### config.mk
export PLATFORM = sky130hd
export DESIGN_NAME = serial_add_ctrl
export DESIGN_NICKNAME = d
export VERILOG_FILES = /design/src/rtl/serial_add_pkg.sv /design/src/rtl/serial_fa_cell.sv /design/src/rtl/serial_add_ctrl.sv
export SDC_FILE = /design/constraint.sdc
export NUM_CORES = 1
export LEC_CHECK = 0
export ABC_AREA = 1
export CAP_MARGIN = 40
export CORE_MARGIN = 3
export CORE_UTILIZATION = 51
export DETAILED_ROUTE_END_ITERATION = 12
export GPL_TIMING_DRIVEN = 0
export HOLD_SLACK_MARGIN = 0.12
export PLACE_DENSITY_LB_ADDON = 0.25
export SYNTH_ARGS = -nofsm -noshare
export SYNTH_HDL_FRONTEND = slang
export SYNTH_HIERARCHICAL = 1
export SYNTH_SLANG_ARGS = --single-unit
### constraint.sdc
create_clock -name clk -period 2.2 [get_ports clk]
set_input_delay 0.55 -clock clk [delete_from_list [all_inputs] [get_ports clk]]
set_output_delay 0.55 -clock clk [all_outputs]
set_load 0.01 [all_outputs]
### src/rtl/serial_add_pkg.sv
// Shared types and helpers for the bit-serial adder sequencer.
package serial_add_pkg;

  // Controller states: waiting for operands, shifting bits through the FA cell,
  // and holding a finished result for the consumer.
  typedef enum logic [1:0] {
    IDLE = 2'd0,
    RUN  = 2'd1,
    DONE = 2'd2
  } state_t;

  // Bit counter width. It must be at least one bit, because W=1 still needs a
  // counter that can hold 0.
  function automatic int cnt_width(input int w);
    if (w <= 1) return 1;
    return $clog2(w);
  endfunction

endpackage

### src/rtl/serial_fa_cell.sv
// One-bit full adder, built from two half-adder stages and an OR.
module serial_fa_cell (
  input  logic a,
  input  logic b,
  input  logic cin,
  output logic s,
  output logic cout
);

  logic s1;
  logic c1;
  logic c2;

  // Stage 1 adds a+b. Stage 2 adds the partial sum and cin. The two stages can
  // never both produce a carry, so an OR merges them.
  always_comb begin
    s1   = a ^ b;
    c1   = a & b;
    s    = s1 ^ cin;
    c2   = s1 & cin;
    cout = c1 | c2;
  end

endmodule

### src/rtl/serial_add_ctrl.sv
// Bit-serial adder sequencer. It adds two W-bit operands LSB-first through one
// full-adder cell and takes W cycles per result.
// Optional feature: define SERIAL_ADD_SUB_EN to add the in_sub port, which
// turns on subtraction (A - B).
//
// Handshake: a transfer happens on a rising edge where valid and ready are both
// high. The producer holds its data while valid is high and ready is low. The
// block holds out_valid, out_sum and out_cout stable until out_ready is sampled
// high.
module serial_add_ctrl
  import serial_add_pkg::*;
#(
  parameter int W = 4
) (
  input  logic         clk,
  input  logic         rst,
  input  logic         in_valid,
  output logic         in_ready,
  input  logic [W-1:0] in_a,
  input  logic [W-1:0] in_b,
  input  logic         in_cin,
`ifdef SERIAL_ADD_SUB_EN
  input  logic         in_sub,
`endif
  output logic         out_valid,
  input  logic         out_ready,
  output logic [W-1:0] out_sum,
  output logic         out_cout,
  output logic         busy,
  output state_t       dbg_state
);

  localparam int            CW   = cnt_width(W);
  localparam logic [CW-1:0] LAST = CW'(W - 1);

  state_t         state;
  logic [W-1:0]   a_sh;
  logic [W-1:0]   b_sh;
  logic [W-1:0]   sum_sh;
  logic [W-1:0]   sum_q;
  logic           carry;
  logic           cout_q;
  logic           sub_q;
  logic [CW-1:0]  count;

  logic           sub_in;
  logic           fa_b;
  logic           fa_s;
  logic           fa_c;
  logic [W-1:0]   sum_next;

  // Select the operation mode for the incoming operands. It is fixed at add
  // when subtraction is not built in.
`ifdef SERIAL_ADD_SUB_EN
  always_comb sub_in = in_sub;
`else
  always_comb sub_in = 1'b0;
`endif

  // Form the FA cell's B input. In subtract mode B is inverted, and the carry
  // preload supplies the +1 of the two's complement. The new sum bit enters the
  // sum register at the MSB side.
  always_comb begin
    fa_b     = b_sh[0] ^ sub_q;
    sum_next = (sum_sh >> 1) | (W'(fa_s) << (W - 1));
  end

  serial_fa_cell u_fa (
    .a    (a_sh[0]),
    .b    (fa_b),
    .cin  (carry),
    .s    (fa_s),
    .cout (fa_c)
  );

  // Controller: accept operands in IDLE, do one bit per cycle in RUN, and hold
  // the result in DONE. sum_q and cout_q change only when a result completes.
  // This keeps the outputs stable after DONE until the next result arrives.
  always_ff @(posedge clk) begin
    if (rst) begin
      state  <= IDLE;
      a_sh   <= '0;
      b_sh   <= '0;
      sum_sh <= '0;
      sum_q  <= '0;
      carry  <= 1'b0;
      cout_q <= 1'b0;
      sub_q  <= 1'b0;
      count  <= '0;
    end else begin
      case (state)
        IDLE: begin
          if (in_valid) begin
            a_sh  <= in_a;
            b_sh  <= in_b;
            sub_q <= sub_in;
            carry <= in_cin ^ sub_in;
            count <= '0;
            state <= RUN;
          end
        end
        RUN: begin
          a_sh   <= a_sh >> 1;
          b_sh   <= b_sh >> 1;
          sum_sh <= sum_next;
          carry  <= fa_c;
          count  <= count + CW'(1);
          if (count == LAST) begin
            sum_q  <= sum_next;
            cout_q <= fa_c;
            state  <= DONE;
          end
        end
        DONE: begin
          if (out_ready) state <= IDLE;
        end
        default: state <= IDLE;
      endcase
    end
  end

  // Drive the outputs and handshake signals from the state and the result
  // registers.
  always_comb begin
    in_ready  = (state == IDLE);
    out_valid = (state == DONE);
    busy      = (state != IDLE);
    out_sum   = sum_q;
    out_cout  = cout_q;
    dbg_state = state;
  end

endmodule

# Word level (Yosys, flattened, before mapping)

Cells that the tools add are included.

Latch bits: 0
Logic and storage cells: 39
Bits of input ports: 13
Memory bits (read-only): 0
Memories kept: 0
Register bits after elaboration: 22
Output and inout port bits: 10
Bits in writable memories: 0

Add/sub/neg operators: 1
$mul: 0
Mux-type cells: 12
Shift-type cells: 0
Bitwise logic cells: 6
$lt $le $gt $ge: 0
Reductions and logical operators: 6
Eq/ne operators: 6
Divide/modulo/power cells: 0

Operator list:

| operator              | count |
|---|---|
| $pmux W4 S2           | 2 |
| $mux W2               | 4 |
| $mux W4               | 2 |
| $pmux W2 S3           | 1 |
| $eq A2 B2 Y1 const B  | 2 |
| $ne A2 B2 Y1 const B  | 2 |
| $or A3 B4 Y4          | 1 |
| $pmux W2 S2           | 1 |
| $reduce_and A2 Y1     | 2 |
| $reduce_bool A2 Y1    | 2 |
| $reduce_and A3 Y1     | 1 |
| $add A2 B1 Y2 const B | 1 |
| $and A1 B1 Y1         | 2 |
| $eq A2 B1 Y1 const B  | 1 |
| $logic_not A2 Y1      | 1 |
| $ne A2 B1 Y1 const B  | 1 |
| $pmux W1 S2           | 1 |
| $xor A1 B1 Y1         | 2 |
| $mux W1               | 1 |
| $or A1 B1 Y1          | 1 |

# Depth between registers and ports, before layout

Gate-level depths: netlist (run 1).

Depth after elaboration: 4
Gate-level depth with buffers: 5
Gate-level depth less buffers: 5

# Cells and area by module

The synthesis (run 1) kept the hierarchy.

Modules (own cells, without submodules):

| module          | cells an instance | times used | area an instance (µm²) |
|---|---|---|---|
| serial_add_ctrl | 139               | 1          | 938.4 |
| serial_fa_cell  | 1                 | 1          | 20.0 |

# Worst setup path before layout (run 1)

No wires, ideal clock.

Kind: flip-flop to output port
Start: reg state[0] (netlist: dbg_state[0])
End: out busy
Path buffers: 1
Data arrival time: 878 ps
Cell stages (with the launch flop): 4
Required time: 1650 ps
Slack: 772 ps
Cell sequence: dfxtp_1 buf_2 nor2_2 inv_1

Longest elaborated chain between the ends: 1

Ends and longest elaborated chain:

| item                     | RTL line               | RTL |
|---|---|---|
| start: declaration       | serial_add_ctrl.sv:36  | `state_t state;` |
| start signal: assignment | serial_add_ctrl.sv:81  | `state <= IDLE;` |
| start signal: assignment | serial_add_ctrl.sv:99  | `state <= RUN;` |
| start signal: assignment | serial_add_ctrl.sv:111 | `state <= DONE;` |
| $reduce_bool A2 Y1       | serial_add_ctrl.sv:127 | `busy = (state != IDLE);` |
| end: declaration         | serial_add_ctrl.sv:29  | `output logic busy,` |

No other way between the ends.

# Worst setup path in the final report (run 1)

Start: reg state[0] (netlist: dbg_state[0])
End: out in_ready

Longest elaborated chain between the ends: 1

Ends and longest elaborated chain:

| item             | RTL line               | RTL |
|---|---|---|
| $logic_not A2 Y1 | serial_add_ctrl.sv:125 | `in_ready = (state == IDLE);` |
| end: declaration | serial_add_ctrl.sv:18  | `output logic in_ready,` |

No other way between the ends.

==> impl_metrics.csv, run 1 <==
group,metric,value,unit
clock_tree,cts-buffers-inserted,3,
cells_and_area,antennaDiodeCount,0,
power,p_total,0.0007476,W
place,port_buffers,21,
die,die-area,0.002435,mm2
place,hpwlAfterDp,1557,um
power,p_switching,0.0002131,W
run,drv_cap,0,
detailed_routing,vias,917,
detailed_routing,first_pass_iters,4,
min_path,hold_class,"reg -> reg",
setup_path,critical_path_class,"reg -> out",
synth,yosysSeqAreaShare,43.86,%
die,row_count,15,
clock_tree,path_clk_slew,120,ps
sta,tns,0,ps
synth,ys.warnings.count,6,
power,clkPwrFrac,25.9,%
die,die_x,49.35,um
detailed_routing,drc,0,
status,run_status,"finished, final reports clean",
setup_path,slowest_delay,560,ps
synth,syn-num-nets,155,
setup_path,crit_fanout,10,
power,leakage,0.5546,nW
grt,grt_pass1_vias,853,
synth,synthMuxAreaShare,0,%
cells_and_area,layout_common_cells,"nand2_1 (42), inv_1 (22), clkdlybuf4s50_1 (21), dfxtp_1 (20), nor2_1 (17)",
clock_tree,cts_tree,"done",
sta,period_share,97.03,%
sta,report.final.slew_viol_count,0,
detailed_routing,viasPerCell,4.826,
place,place_area,0.001200,mm2
setup_path,crit_family,"buffers and inverters",
synth,syn-cell-area,958.4,um2
setup_path,worstPathRequired,1650,ps
cells_and_area,nFillCells,158,
synth,synth-simple-area-share,28.07,%
setup_path,crit_arrival,1580,ps
synth,synth_top_area_cell,"dfxtp_1",
cells_and_area,drive_above_1_share,8.485,%
synth,synth_cells,140,
synth,synth_cell_type_count,15,
detailed_routing,wl_per_cell,11.31,um
grt,grt_max_degree,13,
synth,synthXorXnorAreaFrac,0,%
place,pre_cts_ws,268.6,ps
clock_tree,cts.sinks,21,
detailed_routing,ant_nets,0,
sta,worstMarginPinSlew,358.9,ps
cells_and_area,final_common_cell,"nand2_1",
cells_and_area,area_growth,28.72,%
power,combPwrFrac,18.2,%
sta,layout_min_cycle_time,2135,ps
setup_path,critPathBufInv,2,
clock_tree,clk_latency,310,ps
grt,grtUsageTotal,20.01,%
grt,grt-ovfl-total,0,
clock_tree,post_cts_buffers,0,
clock_tree,htreeDepth,1,
sta,finalHoldViolCount,0,
detailed_routing,routed_wl,2149,um
sta,slew_headroom,76.01,%
power,p_sw_share,28.50,%
sta,hold_ws,470.1,ps
die,start_util,54.91,%
sta,setup_viol,0,
clock_tree,ctsHoldBuffers,0,
die,floorplan.io_pins,23,
clock_tree,cts_max_path_buffers,2,
power,ir_drop,0.3161,mV
synth,yosys.area.top_type_share,43.86,%
synth,synth-compound-area-share,12.14,%
detailed_routing,drt-initial-drc-count,22,
sta,fmaxAchievable,468.5,MHz
synth,synth_top_family_by_area,"simple AND/OR/NAND/NOR gates",
grt,grt_pass1_wl,3601,um
setup_path,worst_setup_path_start_kind,"flop",
synth,synth_adder_area_share,3.394,%
synth,synth_top_cells_by_area,"dfxtp_1 (44%), nand2_1 (16%), inv_1 (8.6%)",
clock_tree,clockRootBuffer,"clkbuf_4",
die,coreArea,0.001745,mm2
power,seq_power_share,55.9,%
synth,synth.avg_cell_area,6.846,um2
setup_path,crit_chain,"buf_4 -> nor2_2 -> clkdlybuf4s50_1",
die,die_h,49.35,um
cells_and_area,fin_area,0.001234,mm2
grt,antenna_found_initial,0,
setup_path,endpoint_kind,"primary output",
power,powerDensity,606.0,mW/mm2
sta,setup_ws,65.33,ps
power,power.internal,0.0005345,W
synth,ys_ff_latch,21,
place,gp_congestion,0.7725,
setup_path,slowest_stage,"clkdlybuf4s50_1",
sta,skew,1.535,ps
cells_and_area,final_net_count,181,
## kinds of logic (layout without fill, tap and decap cells)
logic type	count (synthesis)	after routing
AND/OR/NAND/NOR	68	68
buffers and inverters	28	53
AO/OA/AOI/OAI	21	21
flip-flops	21	21
adder cells (fa/ha/maj)	2	2
## power by group through the flow
stage / clock network [W] / registers, W / logic (W)
floorplan: 0 / 0.000424 / 0.0000843
global placement: 0 / 0.000424 / 0.000127
detailed placement: 0 / 0.000426 / 0.000134
CTS: 0.000202 / 0.000418 / 0.000136
global route: 0.000211 / 0.000422 / 0.000151
finish: 0.000193 / 0.000418 / 0.000136
## registers in the layout, indices dropped and copies added (netlist names)
signal / cells
sum_sh: 3
count: 2
a_sh: 4
b_sh: 4
out_cout: 1
dbg_state: 2
out_sum: 4
carry: 1
## metrics by stage
step / util, % / instances
6_report: 70.68 / 190
5_1_grt: 70.68 / 190
2_1_floorplan: - / 140
4_1_cts: 70.54 / 190
3_3_place_gp: 68.75 / 186
3_5_place_dp: 68.75 / 186
## per-layer routing
metal / part of all wire, % / vias to the layer above / wire length (um) / GRT usage [%]
li1: - / 472 / - / -
met1: 42 / 415 / 897 / 20.53
met2: 51 / 23 / 1087 / 34.15
met3: 4.5 / 7 / 96 / 3.976
met4: 3.2 / 0 / 68 / 17.54
met5: 0 / - / 0 / 0
## worst min-delay path: cells and delay by family (launching register included)
family / cells / cell delay (ps)
flip-flops: 1 / 330
AND/OR/NAND/NOR: 1 / 60
AO/OA/AOI/OAI: 1 / 50
## final cells by class
class / count / area (um2) / area share [%]
Buffer: 5 / 36.28 / 2.941
Clock buffer: 3 / 22.52 / 1.826
Clock inverter: 1 / 5.005 / 0.4057
Inverter: 23 / 86.33 / 6.998
Multi-Input combinational cell: 91 / 417.9 / 33.87
Sequential cell: 21 / 424.2 / 34.38
Tap cell: 25 / 31.28 / 2.536
Timing Repair Buffer: 21 / 210.2 / 17.04
## repair_timing
action                                  in CTS  in global routing
gates resized for setup                      2                  1
pin swaps                                    0                  0
cloned                                       0                  0
endpoints found under the setup margin       2                  1
hold endpoints to repair                     0                  0
## path summary, 6_finish.rpt
check	from	depth (start not counted)	endpoint	slack, ps
hold reg to reg	out_sum[3]	2	out_sum[3]	470
setup reg to reg	dbg_state[1]	5	b_sh[0]	950
hold / removal	out_sum[3]	2	out_sum[3]	470
setup / recovery	dbg_state[0]	3	in_ready	70
## synthesized netlist by cell type
| cell type | number |
|---|---|
| nor2_1 | 17 |
| nor2_2 | 2 |
| nand2_1 | 42 |
| ha_1 | 1 |
| o21ai_4 | 1 |
| inv_2 | 1 |
| nand3_1 | 7 |
| buf_2 | 3 |
| inv_1 | 22 |
| buf_4 | 1 |
| o21ai_0 | 4 |
| dfxtp_1 | 21 |
| a21oi_1 | 16 |
| fa_1 | 1 |
| buf_6 | 1 |
Note: power is estimated with default switching activity, not from simulation.
==> inputs of run 2 (changes only) <==
- CELL_PAD_IN_SITES_DETAIL_PLACEMENT: not set -> 1
- CELL_PAD_IN_SITES_GLOBAL_PLACEMENT: not set -> 1
- CORE_UTILIZATION: 51 -> 45
- DONT_BUFFER_PORTS: not set -> 1
==> impl_metrics.csv, run 2 (synthesis gave the netlist of run 1 again) <==
group,metric,value,unit
sta,skew,3.936,ps
cells_and_area,layout_common_cells,"nand2_1 (42), inv_1 (22), dfxtp_1 (21), nor2_1 (17), a21oi_1 (16)",
clock_tree,cts.sinks,21,
min_path,hold_depth,2,
detailed_routing,viasPerCell,4.842,
setup_path,rr_startpoint,"dbg_state[0]",
sta,period_share,85.58,%
clock_tree,cts-buffers-inserted,3,
clock_tree,cts_tree,"done",
grt,grt-ovfl-total,0,
sta,rsz0062_at_grt,"false",
clock_tree,clockRootBuffer,"clkbuf_4",
setup_path,crit_chain,"buf_2 -> nor2_2 -> inv_1",
clock_tree,path_clk_slew,120,ps
detailed_routing,wl_per_cell,12.26,um
sta,setup_viol,0,
cells_and_area,fin_area,0.001018,mm2
die,start_util,48.36,%
cells_and_area,multi_input_comb_area,417.9,um2
cells_and_area,final_common_cell,"nand2_1",
setup_path,worstPathRequired,1650,ps
setup_path,crit_fanout,10,
sta,layout_min_cycle_time,1883,ps
cells_and_area,nFillCells,275,
die,die_h,52.15,um
place,gp_congestion,0.7641,
die,coreArea,0.001982,mm2
grt,grt_max_degree,12,
setup_path,r2r_end,"sum_sh[3]",
grt,grt_pass1_wl,3615,um
min_path,hold_class,"in -> reg",
clock_tree,cts_resized,0,
die,floorplan.io_pins,23,
detailed_routing,first_pass_iters,4,
power,ir_drop,0.3327,mV
sta,fmaxAchievable,531.1,MHz
die,die_x,52.15,um
cells_and_area,final-seq-area,420.4,um2
detailed_routing,ant_nets,0,
clock_tree,htreeDepth,1,
cells_and_area,antennaDiodeCount,0,
cells_and_area,final_net_count,160,
grt,antenna_found_initial,0,
grt,grtUsageTotal,18.32,%
place,hpwlAfterDp,1556,um
sta,report.final.slew_viol_count,0,
clock_tree,clk_latency,300,ps
clock_tree,ctsHoldBuffers,0,
cells_and_area,drive_above_1_share,8.333,%
sta,tns,0,ps
setup_path,reg2reg_depth,3,
setup_path,critical_path_class,"reg -> out",
power,leakage,0.4725,nW
setup_path,endpoint_kind,"primary output",
detailed_routing,vias,828,
clock_tree,post_cts_buffers,0,
cells_and_area,area_growth,6.267,%
setup_path,slowest_stage,"dfxtp_1",
clock_tree,cts_max_path_buffers,2,
detailed_routing,drt-initial-drc-count,6,
detailed_routing,drc,0,
run,drv_cap,0,
die,row_count,16,
status,run_status,"finished, final reports clean",
setup_path,ff2ff_setup_slack,870,ps
min_path,hp-start,"in_a[3]",
setup_path,worst_setup_path_start_kind,"flop",
setup_path,crit_arrival,1330,ps
detailed_routing,routed_wl,2097,um
place,port_buffers,0,
sta,worstMarginPinSlew,348.1,ps
grt,grt_pass1_vias,839,
min_path,hold_end,"a_sh[3]",
power,powerDensity,699.5,mW/mm2
die,die-area,0.002720,mm2
sta,slew_headroom,76.74,%
setup_path,slowest_delay,530,ps
sta,finalHoldViolCount,0,
place,place_area,992.2,um2
[run 2: cell types whose count changed in the layout (fill, tap and decap cells not counted), sizes merged]
cell,previous run,this run
clkbuf,3,4
clkdlybuf4s50,21,0
clkinv,1,0
[run 2: worst max path at each step]
stage | from | depth (start not counted) | endpoint
after detailed placement | dbg_state[0] | 3 | busy
after global placement | dbg_state[0] | 3 | busy
final | dbg_state[0] | 3 | busy
after floorplan | dbg_state[0] | 3 | busy
after global routing | dbg_state[0] | 3 | busy
after CTS | dbg_state[0] | 3 | busy
[run 2: final cells by class]
type | count | share of cell area (%)
plain buffers | 5 | 3.317
clock buffers | 4 | 2.580
flip-flops and latches | 21 | 41.28
well taps | 27 | 3.317
multi-input cells | 91 | 41.03
inverters | 23 | 8.477
[run 2: metal layers]
metal / vias to the layer above / track usage [%] / wire [um]
met1: 372 / 21.02 / 973
met4: 0 / 10.21 / 49
met5: - / 0 / 0
li1: 430 / - / -
met3: 5 / 3.152 / 92
met2: 21 / 31.80 / 982
[run 2: through the flow]
stage / utilization, % / power (W) / worst slack, ps / hold slack [ps] / std cells
2_1_floorplan: - / 0.0005078 / 772.0 / 439.0 / 140
3_3_place_gp: 50.06 / 0.0005273 / 652.9 / 452.8 / 167
3_5_place_dp: 50.06 / 0.0005345 / 641.1 / 467.8 / 167
4_1_cts: 51.39 / 0.0007272 / 275.9 / 395.2 / 171
5_1_grt: 51.39 / 0.0007638 / 199.6 / 377.8 / 171
6_report: 51.39 / 0.0007124 / 317.2 / 409.7 / 171
[run 2: worst max-delay path, delay by kind of cell, from the launching register on]
family / cells / cell delay (ps)
and+or+nand+nor: 1 / 100
buffers and inverters: 2 / 400
DFF: 1 / 530
[run 2: power by group]
| part | switching (W) | internal (W) |
|---|---|---|
| sequential | 0.0000158 | 0.000403 |
| clock | 0.000116 | 0.0000707 |
| combinational | 0.0000671 | 0.0000399 |
